--- config.mk ---
export PLATFORM = sky130hd
export DESIGN_NAME = pipeline_hazard_ctrl_flat
export DESIGN_NICKNAME = d
export VERILOG_FILES = /design/src/rtl/pipeline_hazard_ctrl_pkg.sv /design/src/rtl/pipeline_hazard_ctrl_if.sv /design/src/rtl/pipeline_hazard_ctrl_irq_seq_fsm.sv /design/src/rtl/pipeline_hazard_ctrl.sv /design/src/flat_wrapper.sv
export SDC_FILE = /design/constraint.sdc
export NUM_CORES = 1
export LEC_CHECK = 0
export ABC_AREA = 0
export CAP_MARGIN = 20
export CORE_ASPECT_RATIO = 0.9
export CORE_MARGIN = 5
export CORE_UTILIZATION = 40
export CTS_CLUSTER_SIZE = 16
export DETAILED_ROUTE_END_ITERATION = 10
export PLACE_DENSITY = 0.77
export SLEW_MARGIN = 25
export SYNTH_ARGS = -nofsm -noshare
export SYNTH_HDL_FRONTEND = slang
export SYNTH_SLANG_ARGS = --single-unit
--- constraint.sdc ---
create_clock -name clk -period 2.2 [get_ports clk]
set_input_delay 0.33 -clock clk [delete_from_list [all_inputs] [get_ports clk]]
set_output_delay 0.33 -clock clk [all_outputs]
set_load 0.03 [all_outputs]
--- src/rtl/pipeline_hazard_ctrl_pkg.sv ---
// Shared encodings and payload types for the pipeline hazard / interrupt sequencer.
package pipeline_hazard_ctrl_pkg;

    localparam int unsigned REG_AW_DEF = 5;
    localparam int unsigned CNT_W_DEF  = 32;
    localparam int unsigned PCSRC_W    = 3;

    typedef enum logic [PCSRC_W-1:0] {
        PCSRC_SEQ = 3'd0,
        PCSRC_BR  = 3'd1,
        PCSRC_J   = 3'd2,
        PCSRC_JR  = 3'd3
    } pcsrc_e;

    typedef enum logic [1:0] {
        ST_IDLE    = 2'd0,
        ST_PEND    = 2'd1,
        ST_TAKE    = 2'd2,
        ST_HANDLER = 2'd3
    } irq_state_e;

    // Per-cycle pipeline steering controls
    typedef struct packed {
        logic pc_wr;
        logic ifid_wr;
        logic ifid_flush;
        logic idex_flush;
        logic exc_pc_sel;
        logic epc_wr;
    } pipe_ctl_t;

    localparam pipe_ctl_t PIPE_CTL_DEFAULT = '{
        pc_wr:      1'b1,
        ifid_wr:    1'b1,
        ifid_flush: 1'b0,
        idex_flush: 1'b0,
        exc_pc_sel: 1'b0,
        epc_wr:     1'b0
    };

    function automatic logic is_jump(input logic [PCSRC_W-1:0] pcsrc);
        return (pcsrc == PCSRC_J) || (pcsrc == PCSRC_JR);
    endfunction

endpackage

--- src/rtl/pipeline_hazard_ctrl_if.sv ---
// Decoder/pipeline side bundle of the hazard controller: ID/EX/MEM hazard info in, steering out.
interface pipeline_hazard_ctrl_if
    import pipeline_hazard_ctrl_pkg::*;
#(
    parameter int unsigned REG_AW = REG_AW_DEF,
    parameter int unsigned CNT_W  = CNT_W_DEF
);
    logic [PCSRC_W-1:0] id_pcsrc;
    logic [REG_AW-1:0]  id_rs;
    logic [REG_AW-1:0]  id_rt;
    logic               id_uses_rt;
    logic               ex_memrd;
    logic               ex_regwr;
    logic [REG_AW-1:0]  ex_rd;
    logic               mem_memrd;
    logic [REG_AW-1:0]  mem_rd;
    logic               ex_br_taken;
    logic               irq;
    logic               eret;

    logic               pc_wr;
    logic               ifid_wr;
    logic               ifid_flush;
    logic               idex_flush;
    logic               exc_pc_sel;
    logic               epc_wr;
    logic               irq_ack;
    logic               in_handler;
    logic [CNT_W-1:0]   stall_cnt;

    modport master (
        output id_pcsrc, id_rs, id_rt, id_uses_rt, ex_memrd, ex_regwr, ex_rd,
               mem_memrd, mem_rd, ex_br_taken, irq, eret,
        input  pc_wr, ifid_wr, ifid_flush, idex_flush, exc_pc_sel, epc_wr,
               irq_ack, in_handler, stall_cnt
    );

    modport slave (
        input  id_pcsrc, id_rs, id_rt, id_uses_rt, ex_memrd, ex_regwr, ex_rd,
               mem_memrd, mem_rd, ex_br_taken, irq, eret,
        output pc_wr, ifid_wr, ifid_flush, idex_flush, exc_pc_sel, epc_wr,
               irq_ack, in_handler, stall_cnt
    );
endinterface

--- src/rtl/pipeline_hazard_ctrl_irq_seq_fsm.sv ---
// Interrupt entry/return sequencer: IDLE -> PEND -> TAKE (1 cycle) -> HANDLER -> IDLE on eret.
module irq_seq_fsm
    import pipeline_hazard_ctrl_pkg::*;
(
    input  logic clk,
    input  logic reset,
    input  logic irq,
    input  logic eret,
    input  logic can_take,
    output logic take_c,
    output logic irq_ack,
    output logic in_handler
);

    irq_state_e state_q, state_d;
    logic       irq_ack_q, irq_ack_d;
    logic       in_handler_q, in_handler_d;

    always_ff @(posedge clk) begin
        if (!reset) begin
            state_q      <= ST_IDLE;
            irq_ack_q    <= 1'b0;
            in_handler_q <= 1'b0;
        end else begin
            state_q      <= state_d;
            irq_ack_q    <= irq_ack_d;
            in_handler_q <= in_handler_d;
        end
    end

    // PEND holds the request even if irq drops; HANDLER ignores irq (no nesting)
    always_comb begin
        state_d = state_q;
        unique case (state_q)
            ST_IDLE:    if (irq)      state_d = ST_PEND;
            ST_PEND:    if (can_take) state_d = ST_TAKE;
            ST_TAKE:                  state_d = ST_HANDLER;
            ST_HANDLER: if (eret)     state_d = ST_IDLE;
            default:                  state_d = ST_IDLE;
        endcase
        irq_ack_d    = (state_q == ST_TAKE);
        in_handler_d = (state_d == ST_HANDLER);
    end

    assign take_c     = (state_q == ST_TAKE);
    assign irq_ack    = irq_ack_q;
    assign in_handler = in_handler_q;

endmodule

--- src/rtl/pipeline_hazard_ctrl.sv ---
// Pipeline hazard controller: load-use / jr stalls, branch and jump flushes,
// interrupt entry steering and a saturating stall-cycle counter.
module pipeline_hazard_ctrl
    import pipeline_hazard_ctrl_pkg::*;
#(
    parameter int unsigned REG_AW = REG_AW_DEF,
    parameter int unsigned CNT_W  = CNT_W_DEF
)(
    input  logic                  clk,
    input  logic                  reset,
    pipeline_hazard_ctrl_if.slave bus
);

    logic             load_use_c;
    logic             jr_haz_c;
    logic             stall_raw_c;
    logic             stall_c;
    logic             can_take_c;
    logic             take_c;
    pipe_ctl_t        ctl_c;
    logic [CNT_W-1:0] stall_cnt_q, stall_cnt_d;

    // Register 0 is hardwired, so it never creates a dependency
    always_comb begin
        load_use_c = bus.ex_memrd && (bus.ex_rd != REG_AW'(0)) &&
                     ((bus.ex_rd == bus.id_rs) ||
                      (bus.id_uses_rt && (bus.ex_rd == bus.id_rt)));
        jr_haz_c   = (bus.id_pcsrc == PCSRC_JR) && (bus.id_rs != REG_AW'(0)) &&
                     ((bus.ex_regwr && (bus.ex_rd == bus.id_rs)) ||
                      (bus.mem_memrd && (bus.mem_rd == bus.id_rs)));
        stall_raw_c = load_use_c || jr_haz_c;
        // A taken branch or interrupt entry flushes ID anyway, so neither counts as a stall
        stall_c     = stall_raw_c && !bus.ex_br_taken && !take_c;
        can_take_c  = !stall_raw_c && !bus.ex_br_taken && (bus.id_pcsrc == PCSRC_SEQ);
    end

    irq_seq_fsm u_irq_seq (
        .clk        (clk),
        .reset      (reset),
        .irq        (bus.irq),
        .eret       (bus.eret),
        .can_take   (can_take_c),
        .take_c     (take_c),
        .irq_ack    (bus.irq_ack),
        .in_handler (bus.in_handler)
    );

    // Priority: interrupt entry, taken branch, stall, jump
    always_comb begin
        ctl_c = PIPE_CTL_DEFAULT;
        if (bus.ex_br_taken) begin
            ctl_c.ifid_flush = 1'b1;
            ctl_c.idex_flush = 1'b1;
        end else if (stall_raw_c) begin
            ctl_c.pc_wr      = 1'b0;
            ctl_c.ifid_wr    = 1'b0;
            ctl_c.idex_flush = 1'b1;
        end else if (is_jump(bus.id_pcsrc)) begin
            ctl_c.ifid_flush = 1'b1;
        end
        if (take_c) begin
            ctl_c.pc_wr      = 1'b1;
            ctl_c.ifid_wr    = 1'b1;
            ctl_c.ifid_flush = 1'b1;
            ctl_c.idex_flush = 1'b1;
            ctl_c.exc_pc_sel = 1'b1;
            ctl_c.epc_wr     = 1'b1;
        end
    end

    always_comb begin
        stall_cnt_d = stall_cnt_q;
        if (stall_c && (stall_cnt_q != {CNT_W{1'b1}})) begin
            stall_cnt_d = stall_cnt_q + CNT_W'(1);
        end
    end

    always_ff @(posedge clk) begin
        if (!reset) begin
            stall_cnt_q <= '0;
        end else begin
            stall_cnt_q <= stall_cnt_d;
        end
    end

    assign bus.pc_wr      = ctl_c.pc_wr;
    assign bus.ifid_wr    = ctl_c.ifid_wr;
    assign bus.ifid_flush = ctl_c.ifid_flush;
    assign bus.idex_flush = ctl_c.idex_flush;
    assign bus.exc_pc_sel = ctl_c.exc_pc_sel;
    assign bus.epc_wr     = ctl_c.epc_wr;
    assign bus.stall_cnt  = stall_cnt_q;

endmodule

--- src/flat_wrapper.sv ---
// flat-port wrapper written by rule: the top's interface ports become plain ports
module pipeline_hazard_ctrl_flat import pipeline_hazard_ctrl_pkg::*;
#(
    parameter int unsigned REG_AW = REG_AW_DEF,
    parameter int unsigned CNT_W  = CNT_W_DEF
)
  (clk, reset, bus_id_pcsrc, bus_id_rs, bus_id_rt, bus_id_uses_rt, bus_ex_memrd, bus_ex_regwr, bus_ex_rd, bus_mem_memrd, bus_mem_rd, bus_ex_br_taken, bus_irq, bus_eret, bus_pc_wr, bus_ifid_wr, bus_ifid_flush, bus_idex_flush, bus_exc_pc_sel, bus_epc_wr, bus_irq_ack, bus_in_handler, bus_stall_cnt);
  pipeline_hazard_ctrl_if #(.REG_AW(REG_AW), .CNT_W(CNT_W)) bus_i ();
  input  logic clk;
  input  logic reset;
  input wire logic [$bits(bus_i.id_pcsrc)-1:0] bus_id_pcsrc;
  input wire logic [$bits(bus_i.id_rs)-1:0] bus_id_rs;
  input wire logic [$bits(bus_i.id_rt)-1:0] bus_id_rt;
  input wire logic [$bits(bus_i.id_uses_rt)-1:0] bus_id_uses_rt;
  input wire logic [$bits(bus_i.ex_memrd)-1:0] bus_ex_memrd;
  input wire logic [$bits(bus_i.ex_regwr)-1:0] bus_ex_regwr;
  input wire logic [$bits(bus_i.ex_rd)-1:0] bus_ex_rd;
  input wire logic [$bits(bus_i.mem_memrd)-1:0] bus_mem_memrd;
  input wire logic [$bits(bus_i.mem_rd)-1:0] bus_mem_rd;
  input wire logic [$bits(bus_i.ex_br_taken)-1:0] bus_ex_br_taken;
  input wire logic [$bits(bus_i.irq)-1:0] bus_irq;
  input wire logic [$bits(bus_i.eret)-1:0] bus_eret;
  output wire logic [$bits(bus_i.pc_wr)-1:0] bus_pc_wr;
  output wire logic [$bits(bus_i.ifid_wr)-1:0] bus_ifid_wr;
  output wire logic [$bits(bus_i.ifid_flush)-1:0] bus_ifid_flush;
  output wire logic [$bits(bus_i.idex_flush)-1:0] bus_idex_flush;
  output wire logic [$bits(bus_i.exc_pc_sel)-1:0] bus_exc_pc_sel;
  output wire logic [$bits(bus_i.epc_wr)-1:0] bus_epc_wr;
  output wire logic [$bits(bus_i.irq_ack)-1:0] bus_irq_ack;
  output wire logic [$bits(bus_i.in_handler)-1:0] bus_in_handler;
  output wire logic [$bits(bus_i.stall_cnt)-1:0] bus_stall_cnt;
  assign bus_i.id_pcsrc = bus_id_pcsrc;
  assign bus_i.id_rs = bus_id_rs;
  assign bus_i.id_rt = bus_id_rt;
  assign bus_i.id_uses_rt = bus_id_uses_rt;
  assign bus_i.ex_memrd = bus_ex_memrd;
  assign bus_i.ex_regwr = bus_ex_regwr;
  assign bus_i.ex_rd = bus_ex_rd;
  assign bus_i.mem_memrd = bus_mem_memrd;
  assign bus_i.mem_rd = bus_mem_rd;
  assign bus_i.ex_br_taken = bus_ex_br_taken;
  assign bus_i.irq = bus_irq;
  assign bus_i.eret = bus_eret;
  assign bus_pc_wr = bus_i.pc_wr;
  assign bus_ifid_wr = bus_i.ifid_wr;
  assign bus_ifid_flush = bus_i.ifid_flush;
  assign bus_idex_flush = bus_i.idex_flush;
  assign bus_exc_pc_sel = bus_i.exc_pc_sel;
  assign bus_epc_wr = bus_i.epc_wr;
  assign bus_irq_ack = bus_i.irq_ack;
  assign bus_in_handler = bus_i.in_handler;
  assign bus_stall_cnt = bus_i.stall_cnt;
  pipeline_hazard_ctrl #(.REG_AW(REG_AW), .CNT_W(CNT_W)) u_core (.clk(clk), .reset(reset), .bus(bus_i));
endmodule
# Word-level counts from Yosys, hierarchy flattened
# Index checks and enable logic that the tools add are counted.
[classes] mux=11 n_eq_ne=10 n_reduce_logical=23 addsub=1
[ops] op="adder 32 x 1 -> 32 bit, second input constant" n=1
[ops] op="inequality test 32 bit, second input constant" n=1
[ops] op="equality test 5 bit" n=3
[ops] op="logical AND 1 bit" n=12
[ops] op="2-to-1 mux 2 bit" n=6
[ops] op="nonzero test 5 bit" n=2
[ops] op="one-hot mux 2 bit (4 select lines)" n=1
[ops] op="equality test 2 bit, second input constant" n=3
[ops] op="equality test 3 x 2 -> 1 bit, second input constant" n=2
[ops] op="2-to-1 mux 6 bit" n=1
[ops] op="logical OR 1 bit" n=4
[ops] op="logical NOT 1 bit" n=3
[ops] op="logical NOT 3 bit" n=1
[ops] op="2-to-1 mux 1 bit" n=3
[ops] op="equality test 2 x 1 -> 1 bit, second input constant" n=1
[ops] op="logical NOT 2 bit" n=1
[word_totals] elab_cells=49 regBits=36

# Longest topological paths before layout
[depth] depth_word=11 ltp_mapped=9 ltp_nobuf=8

# Cells and area by module
# Synthesis repeated with hierarchy kept, for this count alone.
[unflattened] hier_cells=275 area_unflattened_um2=2259.7
[by_module_without_submodules] mod="pipeline_hazard_ctrl" area_each_um2=2120.8 cells_each=261 n_inst=1 seq_area_each_um2=640.6
[by_module_without_submodules] mod="irq_seq_fsm" area_each_um2=138.9 cells_each=14 n_inst=1 seq_area_each_um2=80.1

# Least setup slack after synthesis
# OpenSTA, ideal clock, no wires.
[synth_path] path_kind="reg-to-reg" startpoint="register u_core.stall_cnt_q[0], in the netlist u_core.bus.stall_cnt[0]" endpoint="register u_core.stall_cnt_q[15], in the netlist u_core.bus.stall_cnt[15]" period_less_slack_ns=2.254 stages_incl_launch_ff=10 arrival_time_ns=2.139 slack_ns=-0.054 n_path_buf=3 required_ns=2.085 path_cell_list="dfxtp_1 > ha_1 > and2_1 > buf_1 > nand4_1 > nor3_2 > clkbuf_2 > buf_4 > nor4_1 > o21a_1"
[synth_via] elab_chain_len=2
[synth_rtl] item="from (decl)" line="pipeline_hazard_ctrl.sv:21" rtl="logic [CNT_W-1:0] stall_cnt_q, stall_cnt_d;"
[synth_rtl] item="from (signal assigned)" line="pipeline_hazard_ctrl.sv:82" rtl="stall_cnt_q <= stall_cnt_d;"
[synth_rtl] item="parallel branches: the longest is 2 deep, another holds adder 32 x 1 -> 32 bit"
# Several ways; the timed one is not identified.
# A chain may end at the register's enable or synchronous reset.

# Worst setup path after layout
[layout_path] startpoint="input port bus_ex_rd[2]" endpoint="output port bus_idex_flush"
[layout_via] elab_chain_len=8
[layout_rtl] item="from (decl)" line="flat_wrapper.sv:17" rtl="input wire logic [$bits(bus_i.ex_rd)-1:0] bus_ex_rd;"
[layout_rtl] item="equality test 5 bit (on tied branches)" line="pipeline_hazard_ctrl.sv:27, pipeline_hazard_ctrl.sv:26, pipeline_hazard_ctrl.sv:29"
[layout_rtl] item="logical AND 1 bit (on tied branches)" line="pipeline_hazard_ctrl.sv:27, pipeline_hazard_ctrl.sv:29"
[layout_rtl] item="logical OR 1 bit (on tied branches)" line="pipeline_hazard_ctrl.sv:26, pipeline_hazard_ctrl.sv:29"
[layout_rtl] item="logical AND 1 bit (on tied branches)" line="pipeline_hazard_ctrl.sv:25, pipeline_hazard_ctrl.sv:28"
[layout_rtl] item="logical OR 1 bit *" line="pipeline_hazard_ctrl.sv:31" rtl="stall_raw_c = load_use_c || jr_haz_c;"
[layout_rtl] item="2-to-1 mux 1 bit *" line="pipeline_hazard_ctrl.sv:54" rtl="end else if (stall_raw_c) begin"
[layout_rtl] item="2-to-1 mux 2 bit *" line="pipeline_hazard_ctrl.sv:51" rtl="if (bus.ex_br_taken) begin"
[layout_rtl] item="2-to-1 mux 6 bit *" line="pipeline_hazard_ctrl.sv:61" rtl="if (take_c) begin"
[layout_rtl] item="to (decl)" line="flat_wrapper.sv:26" rtl="output wire logic [$bits(bus_i.idex_flush)-1:0] bus_idex_flush;"
# Mark *: on every way between the ends. The rest lies on a longest branch, timed or not.

==> impl_summary.txt <==
----------------------------------------------------
[Finish]
  Number of cells in the finished layout apart from fillers ... 434
  Antenna cells ... 0
  Area delta synth->final ... 58.5%
  Utilization of the core after routing ... 0.657
  Fraction of layout instances using a drive strength above 1 ... 0.270
  Net count of the finished layout ... 399

[Timing]
  Setup repair after global routing missed its margin ... true
  Final worst clock skew ... 3.41 ps
  Worst max-slew margin expressed relative to the limit ... 0.571
  Minimum setup slack in the final design ... -32.1 ps
  Period utilization ... 1.01
  Count of final hold-check violations ... 0
  Number of setup violations in the final report ... 3
  Final max-slew violation count ... 0
  Achievable frequency ... approximately 450 MHz
  Setup TNS ... -56.3 ps
  Pin slew with the least headroom to its limit ... 644 ps
  Worst hold margin ... 492 ps
  Min Tclk post-route ... ~2200 ps

[Placed design]
  Final RePlAce weighted congestion ... roughly 0.88
  Half-perimeter wire length after detailed placement ... between 4 and 5 mm
  Count of port buffers added during placement ... a little over 70
  Placed cell count ... roughly 420

[Logic synthesis]
  Syn_nets ... between 200 and 300
  Cell accounting for the most synthesized area ... dfxtp_1
  Top cells by count, synth ... 36 x dfxtp_1, 23 x nand2_1, 21 x nand3_1
  Post-synthesis register bit count ... 36
  Portion of synthesized cell area occupied by the leading cell type ... 0.329
  Number of synthesized flops with an enable pin ... 0
  Number of cells produced by synthesis ... ~270
  Synthesis Warnings ... 0
  Synth async-reset ratio ... 0
  Flip-flop cell with the highest count after synthesis ... dfxtp_1
  Syn avg cell area ... around 8.3 um2
  Area contributors post-synth ... dfxtp_1 33%, xor2_1 5.2%, o31ai_1 5.1%
  Cell Area, Synth ... ~2200 um2
  Fraction of the yosys area taken by sequential cells ... 0.329
  Leading cell type by number of instances after synthesis ... dfxtp_1
  Post-synthesis cell type count ... 45

[Worst setup path]
  Terminus of the critical flop-to-flop path ... u_core.bus.stall_cnt[20]
  Arr. time, crit path ... ~1900 ps
  RR Startpoint ... u_core.bus.stall_cnt[8]
  R2r setup slk ... roughly 120 ps
  Register-to-Register Path Depth ... 6
  Worst Path Class, Setup ... in -> out
  WP data required ... 1870 ps
  Crit path capture type ... output port
  CP Launch Type ... primary input
  CP Max Fanout ... 2

[Flow run]
  Reported max-cap violation count ... 0

[Power]
  Clock power frac ... 0.373
  Peak supply drop ... 0.345 mV
  Switching power of the nets ... about 0.34 mW
  Total internal power ... between 1 and 1.5 mW
  Switching fraction of total power ... 0.253
  Share of total power in combinational logic ... 0.138
  Register share of total power ... 0.490
  Power Dens Cells ... around 390 nW/um2
  Static Leak ... about 1.2 nW

[Min path]
  Tightest Hold Check Type ... reg -> reg
  Worst hold start ... u_core.bus.stall_cnt[27]
  Endpoint of the worst hold path ... u_core.bus.stall_cnt[27]
  Count of cells along the worst hold path ... 2

[Route]
  Final antenna-violating net count ... 0
  Routed wire per std cell ... ~16 um
  Residual DRC ... 0
  Total length of routed wires ... between 6 and 7 mm
  Iteration-0 DRC count of the detailed router ... 116
  Routed via count divided by cell count ... approximately 5.6
  First-pass DRT Iterations ... 5
  Via count ... between 2,000 and 2,500

[Floorplan]
  Rows ... 25
  Number of primary I/O pins ... between 70 and 80
  Starting density of the core ... 0.414
  Core region area ... 5290 um2
  Area of the die ... 7060 um2
  DIE HEIGHT ... approximately 80 um
  Horiz. Die Dim ... roughly 88 um

[Global route]
  Overall track demand over capacity in global routing ... 0.180
  Vias in the first global route ... 2,241
  Pin count of the biggest net entering global routing ... 29
  Global-route wire length before repair ... ~10 mm
  Initial antenna violation count ... 0
  GR Overflow Total ... 0

[Clock network]
  Inserted Clock Buffers ... 5
  Total clock sinks ... 36
  Number of hold-repair buffers added at the cts stage ... 0
  CTS tree ... done
  # H-tree levels ... 2
  Insertion delay of the later-clocked pin in the worst-skew pair ... 300 ps
  Maximum clock path buffer count ... 2
  Clock slew at reported path FFs ... ~70 ps
  Root buf cell ... clkbuf_8

[Run status]
  Result of the run ... finished, violations left
  Failing checks ... setup timing

----------------------------------------------------
[cell families (layout without fill, tap and decap cells)]
group | count (synthesis) | in the layout | share of synthesized area
AOI/OAI and AO/OA | 53 | 53 | 0.170
buffers and inverters | 21 | 123 | 0.0497
adders and majority gates | 1 | 1 | 0.00571
xor gates and xnor gates | 15 | 15 | 0.0600
muxes | 10 | 10 | 0.0457
and+or+nand+nor | 129 | 129 | 0.340
DFF | 36 | 36 | 0.329
[registers in the layout, summed over array words and instances (netlist names)]
signal and cells:
u_core.bus.stall_cnt 32, u_core.u_irq_seq.state_q 2, u_core.u_irq_seq.in_handler 1, u_core.u_irq_seq.irq_ack 1
[layer usage]
| metal | GRT usage | up-vias | routed length, um |
|---|---|---|---|
| li1 | - | 1203 | - |
| met1 | 0.237 | 1140 | 2900 |
| met2 | 0.293 | 76 | 3360 |
| met3 | 0.0328 | 10 | 410 |
| met4 | 0.0665 | 0 | 106 |
| met5 | 0 | - | 0 |
[how the worst max path moves through the flow]
stage	start	to	slack, ps
floorplan	u_core.bus.stall_cnt[4]	u_core.bus.stall_cnt[15]	-20
global placement	bus_ex_rd[0]	bus_idex_flush	-590
detailed placement	bus_ex_rd[4]	bus_idex_flush	-620
CTS	bus_ex_rd[2]	bus_pc_wr	5
global route	bus_ex_rd[0]	bus_pc_wr	-110
finish	bus_ex_rd[2]	bus_idex_flush	-30
[power by group through the flow]
| stage | clock, mW | combinational, mW | sequential [mW] |
|---|---|---|---|
| 2_1_floorplan | 0 | 0.0678 | 0.672 |
| 3_3_place_gp | 0 | 0.173 | 0.671 |
| 3_5_place_dp | 0 | 0.176 | 0.671 |
| 4_1_cts | 0.508 | 0.171 | 0.656 |
| 5_1_grt | 0.532 | 0.200 | 0.656 |
| 6_report | 0.499 | 0.185 | 0.656 |
[cell type report]
| class | instances | area [um2] |
|---|---|---|
| fillers | 428 | 1810 |
| multi-input cells | 208 | 1560 |
| repair buffers | 112 | 1010 |
| flip-flops and latches | 36 | 723 |
| well taps | 67 | 83.8 |
| clock buffers | 6 | 82.6 |
| inverters | 3 | 11.3 |
| clock inverters | 2 | 10.0 |
[worst max-delay path, stage by stage]
cell and delay [ps]:
clkdlybuf4s15_1 180, or4_1 540, o21ai_2 140, nor2_2 60, buf_4 130, or3_1 340, buf_4 180
[per-stage QoR]
stage	total power [mW]	instance area (um2)	setup slack (ps)
finish	1.34	3470	-32.1
CTS	1.33	3290	4.80
global route	1.39	3470	-106
global placement	0.844	3180	-587
detailed placement	0.848	3180	-617
floorplan	0.740	2200	-22.4
[repair_timing]
item                                    in CTS  in global routing
gates resized for setup                     55                 40
buffers inserted                             3                  3
pin swaps                                   20                 14
endpoints found under the setup margin      35                 28
hold endpoints to repair                     0                  0
[layout by cell type, fill, tap and decap left out, drive strengths merged, types with 7 or more instances in the layout]
master         instances
nor4                  10
nor2                  12
xor2                  13
mux2i                 10
dlygate4sd2            7
or4                   14
o31ai                 15
dfxtp                 36
nand3                 21
nand2                 23
buf                   53
clkdlybuf4s50         49
nand2b                14
a21oi                 17
nand4                 10
Power figures use the tool's default switching activity.
